### src/rtl/axi_ic_pkg.sv
// rtl/axi_ic_pkg.sv - shared AXI interconnect arbiter types and sizes
package axi_ic_pkg;

    localparam int NUM_MASTERS = 4;
    localparam int GNT_W       = NUM_MASTERS;
    localparam int ID_W        = 2;

    typedef enum logic [1:0] {
        ST_IDLE = 2'd0,
        ST_ADDR = 2'd1,
        ST_DATA = 2'd2
    } arb_state_t;

endpackage

### src/rtl/rr_pick4.sv
// rtl/rr_pick4.sv - combinational rotating-priority picker for four requesters
module rr_pick4
    import axi_ic_pkg::*;
(
    input  logic [GNT_W-1:0] req,
    input  logic [ID_W-1:0]  ptr,
    output logic [GNT_W-1:0] gnt,
    output logic [ID_W-1:0]  idx,
    output logic             any
);

    logic [ID_W-1:0] k;

    // Walk ptr, ptr+1, ... with natural 2-bit wrap; first requester wins.
    always_comb begin
        gnt = '0;
        idx = '0;
        any = 1'b0;
        k   = '0;
        for (int i = 0; i < NUM_MASTERS; i++) begin
            k = ptr + ID_W'(i);
            if (!any && req[k]) begin
                any = 1'b1;
                idx = k;
                gnt = GNT_W'(1) << k;
            end
        end
    end

endmodule

### src/rtl/axi_arbiter_r.sv
// rtl/axi_arbiter_r.sv - four-master AXI read-channel arbiter with registered one-hot grant
module axi_arbiter_r
    import axi_ic_pkg::*;
#(
    parameter int RR_ENABLE = 1
) (
    input  logic       ACLK,
    input  logic       ARESET,
    input  logic       m0_ARVALID,
    input  logic       m1_ARVALID,
    input  logic       m2_ARVALID,
    input  logic       m3_ARVALID,
    input  logic       s_ARVALID,
    input  logic       m_ARREADY,
    input  logic       m_RVALID,
    input  logic       m_RLAST,
    input  logic       s_RREADY,
    output logic       m0_rgrnt,
    output logic       m1_rgrnt,
    output logic       m2_rgrnt,
    output logic       m3_rgrnt,
    output logic [1:0] r_grant_id,
    output logic       r_busy
);

    arb_state_t      state_q, state_nx;
    logic [GNT_W-1:0] grant_q, grant_nx;
    logic [ID_W-1:0]  id_q, id_nx;
    logic [ID_W-1:0]  ptr_q, ptr_nx;
    logic             busy_q;

    logic [GNT_W-1:0] req;
    logic [ID_W-1:0]  pick_base, pick_ptr, pick_idx;
    logic [GNT_W-1:0] pick_gnt;
    logic             pick_any;
    logic             ar_hs, last_beat, own_req;

    assign req       = {m3_ARVALID, m2_ARVALID, m1_ARVALID, m0_ARVALID};
    assign ar_hs     = s_ARVALID & m_ARREADY;
    assign last_beat = m_RVALID & s_RREADY & m_RLAST;
    assign own_req   = |(req & grant_q);

    // On a last beat the picker must already see the post-burst pointer.
    assign pick_base = (state_q == ST_DATA) ? id_q + 2'd1 : ptr_q;
    assign pick_ptr  = (RR_ENABLE != 0) ? pick_base : '0;

    rr_pick4 u_pick (
        .req (req),
        .ptr (pick_ptr),
        .gnt (pick_gnt),
        .idx (pick_idx),
        .any (pick_any)
    );

    always_comb begin
        state_nx = state_q;
        grant_nx = grant_q;
        id_nx    = id_q;
        ptr_nx   = ptr_q;
        case (state_q)
            ST_IDLE: begin
                if (pick_any) begin
                    state_nx = ST_ADDR;
                    grant_nx = pick_gnt;
                    id_nx    = pick_idx;
                end
            end
            ST_ADDR: begin
                if (ar_hs) begin
                    state_nx = ST_DATA;
                end else if (!own_req) begin
                    state_nx = ST_IDLE;
                    grant_nx = '0;
                end
            end
            ST_DATA: begin
                if (last_beat) begin
                    ptr_nx = id_q + 2'd1;
                    if (pick_any) begin
                        state_nx = ST_ADDR;
                        grant_nx = pick_gnt;
                        id_nx    = pick_idx;
                    end else begin
                        state_nx = ST_IDLE;
                        grant_nx = '0;
                    end
                end
            end
            default: begin
                state_nx = ST_IDLE;
                grant_nx = '0;
            end
        endcase
    end

    always_ff @(posedge ACLK) begin
        if (ARESET) begin
            state_q <= ST_IDLE;
            grant_q <= '0;
            id_q    <= '0;
            ptr_q   <= '0;
            busy_q  <= 1'b0;
        end else begin
            state_q <= state_nx;
            grant_q <= grant_nx;
            id_q    <= id_nx;
            ptr_q   <= ptr_nx;
            busy_q  <= (state_nx != ST_IDLE);
        end
    end

    assign m0_rgrnt   = grant_q[0];
    assign m1_rgrnt   = grant_q[1];
    assign m2_rgrnt   = grant_q[2];
    assign m3_rgrnt   = grant_q[3];
    assign r_grant_id = id_q;
    assign r_busy     = busy_q;

endmodule

### config.mk
export PLATFORM = sky130hd
export DESIGN_NAME = axi_arbiter_r
export DESIGN_NICKNAME = d
export VERILOG_FILES = /design/src/rtl/axi_ic_pkg.sv /design/src/rtl/rr_pick4.sv /design/src/rtl/axi_arbiter_r.sv
export SDC_FILE = /design/constraint.sdc
export NUM_CORES = 1
export LEC_CHECK = 0
export ABC_AREA = 1
export BUFFER_PORTS_ARGS = -buffer_cell sky130_fd_sc_hd__clkbuf_2
export CAP_MARGIN = 30
export CORE_UTILIZATION = 58
export CTS_CLUSTER_DIAMETER = 120
export DETAILED_ROUTE_END_ITERATION = 6
export PLACE_DENSITY_LB_ADDON = 0.05
export SLEW_MARGIN = 15
export SYNTH_ARGS = -nofsm -noshare
export SYNTH_HDL_FRONTEND = slang
export SYNTH_HIERARCHICAL = 1
export SYNTH_SLANG_ARGS = --single-unit
### constraint.sdc
create_clock -name ACLK -period 4.45 [get_ports ACLK]
set_input_delay 0.89 -clock ACLK [delete_from_list [all_inputs] [get_ports ACLK]]
set_output_delay 0.89 -clock ACLK [all_outputs]
set_load 0.01 [all_outputs]
==> impl_metrics.py <==
metrics = {
    "sta": {
        "relSlewSlack_pct": 42.9,
        "max_freq_ghz": 0.308,
        "layout_min_cycle_time_ns": 3.25,
        "slew_viol_final": 0,
        "setup_viol": 0,
        "clock_skew_ns": 0.00120,
        "hold_viol_final": 0,
        "fin_tns_setup_ns": 0,
        "tightest_slew_ns": 0.848,
        "grt_setup_unrepaired": "false",
        "fin_crit_sh_pct": 73.0,
    },
    "cts": {
        "cts_buffers": 3,
        "ctsHoldBuffers": 0,
        "htreeDepth": 1,
        "cts_resized": 0,
        "cts-root-buf": "clkbuf_4",
        "cts_buffer_depth": 2,
        "tritoncts": "built",
        "clkTransAtPathRegs_ns": 0.07,
        "clk_latency_ns": 0.27,
        "cts.sinks": 11,
        "cts_setup_buffers": 0,
    },
    "drt": {
        "via_count": 1090,
        "avgRoutedWirePerCell_um": 11.3,
        "postRouteAntennaNets": 0,
        "wl_mm": 2.22,
        "drc": 0,
        "avgViaCountPerCell": 5.53,
        "firstDrtPassIters": 4,
        "drt-initial-drc-count": 47,
    },
    "pwr": {
        "p_leak_nw": 0.613,
        "power.density_nw_per_um2": 282,
        "ir_drop_mv": 0.214,
    },
    "logic_synthesis": {
        "yosys.area.top_type_share_pct": 22.5,
        "synth.distinct_cells": 20,
        "synth_seq_cells": 11,
        "seq_area_frac_synth_pct": 22.5,
        "ys_warn_count": 6,
        "yosys.area.top_type": "dfxtp_1",
        "postSynthCellCount": 160,
        "syn_area_um2": 978,
        "synth.avg_cell_area_um2": 6.12,
        "synth_nets": 175,
        "ys_top_cells_by_area": "dfxtp_1, nand2_1, nand3_1, inv_1, nor2_1",
    },
    "critical_path": {
        "criticalPathCategory": "flip-flop to flip-flop",
        "critPathArrivalTime_ns": 3.42,
        "r2r_slack_ns": 1.20,
        "r2r_start": "state_q[1]",
        "end_kind": "flip-flop",
        "timing.rr.end": "grant_q[2]",
        "cp-start-kind": "flip-flop",
        "crit_required_ns": 4.62,
        "rr_worst_depth": 17,
        "crit_fanout": 13,
    },
    "run": {
        "drv_cap": 0,
    },
    "grt": {
        "antenna_found_initial": 0,
        "grt_usage_pct": 27.9,
        "grt_overflow": 0,
        "grt_max_degree": 14,
        "grt_pass1_wl_mm": 3.93,
        "first_global_vias": 942,
    },
    "hold_path": {
        "hp-class": "flip-flop to flip-flop",
        "hold_path_end": "grant_q[0]",
        "worstHoldPathCells": 2,
        "hp-start": "grant_q[0]",
    },
    "place": {
        "dp.final_hpwl_mm": 1.84,
        "dpl-instance-area_um2": 1080,
        "gp_congestion": 0.915,
        "numPortBuffers": 17,
    },
    "floorplan": {
        "coreArea_um2": 1540,
        "initial_core_util_pct": 63.5,
        "die_h_um": 43.1,
        "io_pins": 18,
        "die_w_um": 43.1,
        "die_area_um2": 1860,
        "std_cell_rows": 14,
    },
    "finish": {
        "drive_gt1_share_pct": 22.1,
        "num_antenna_cells": 0,
        "layout_common_cells": "nand2_1, nand3_1, inv_1",
        "areaGrowthSynthToFinish_pct": 13.0,
        "final_common_cell": "nand2_1",
        "final_net_count": 197,
        "design_area_um2": 1110,
    },
    "status": {
        "status": "finished clean",
    },
}
routing by layer:
metal  global-route usage, %  share of wire [%]  up-vias
met5                       0                  0        -
met4                    6.06               0.95        0
met3                    6.38                5.6        5
met2                    47.0                 47       42
met1                    36.4                 47      475
li1                        -                  -      568
Yosys cell counts, drive strengths merged:
library cell  count
nand2            49
xor2              1
a21oi            10
nand3            24
clkinv            1
o21ai             7
ha                4
nand4             7
inv              20
dfxtp            11
nor2             21
buf               1
a21boi            4
worst max-delay path: stages, from the launching register on:
cell and delay [ns]:
dfxtp_1 0.37, inv_1 0.07, nor2_1 0.12, inv_1 0.12, o21ai_0 0.69, inv_2 0.24
ha_1 0.43, inv_1 0.09, nand2_1 0.08, nand2_2 0.06, nor2_4 0.22, nand4_1 0.15
inv_1 0.10, nand3_1 0.09, nand3_1 0.11, nor2_2 0.06, nor2_1 0.09, nor2_1 0.05
through the flow:
| step | cells | total power, W | worst slack, ns | utilization, % | hold slack, ns |
|---|---|---|---|---|---|
| floorplan | 160 | 0.000211 | 1.60 | - | 0.502 |
| global placement | 193 | 0.000241 | 1.32 | 70.0 | 0.499 |
| detailed placement | 193 | 0.000244 | 1.23 | 70.0 | 0.506 |
| CTS | 197 | 0.000314 | 1.22 | 71.8 | 0.515 |
| global route | 197 | 0.000337 | 0.753 | 71.8 | 0.528 |
| finish | 197 | 0.000312 | 1.20 | 71.8 | 0.510 |
cell families after synthesis:
kind of cell	after synthesis	synth area share, %
xor gates and xnor gates	1	0.895
adders and majority gates	4	5.12
AOI/OAI and AO/OA	21	11.8
and+or+nand+nor	101	50.5
DFF	11	22.5
buffers and inverters	22	9.21
area by class of cell:
type,instances,area [µm²]
multi-input combinational,127,668
fill,142,435
sequential,11,220
timing repair buffer,18,92.6
inverter,21,78.8
clock buffer,4,26.3
tap,16,20.0
how the worst max path moves through the flow:
stage	from	endpoint	cells after the start
2_1_floorplan	state_q[1]	grant_q[0]	19
3_3_place_gp	state_q[1]	grant_q[2]	17
3_5_place_dp	state_q[1]	grant_q[2]	17
4_1_cts	state_q[1]	grant_q[2]	17
5_1_grt	state_q[1]	grant_q[2]	18
6_report	state_q[1]	grant_q[2]	17
power breakdown:
group          internal, W  switching (W)  leakage [nW]
combinational    0.0000429      0.0000784         0.507
clock            0.0000348      0.0000344        0.0150
sequential        0.000111      0.0000101        0.0905
sequential cells by signal (all words and copies together) (netlist names):
| name | flops |
|---|---|
| grant_q | 4 |
| ptr_q | 2 |
| r_busy | 1 |
| r_grant_id | 2 |
| state_q | 2 |
(Power assumes the default switching activity.)
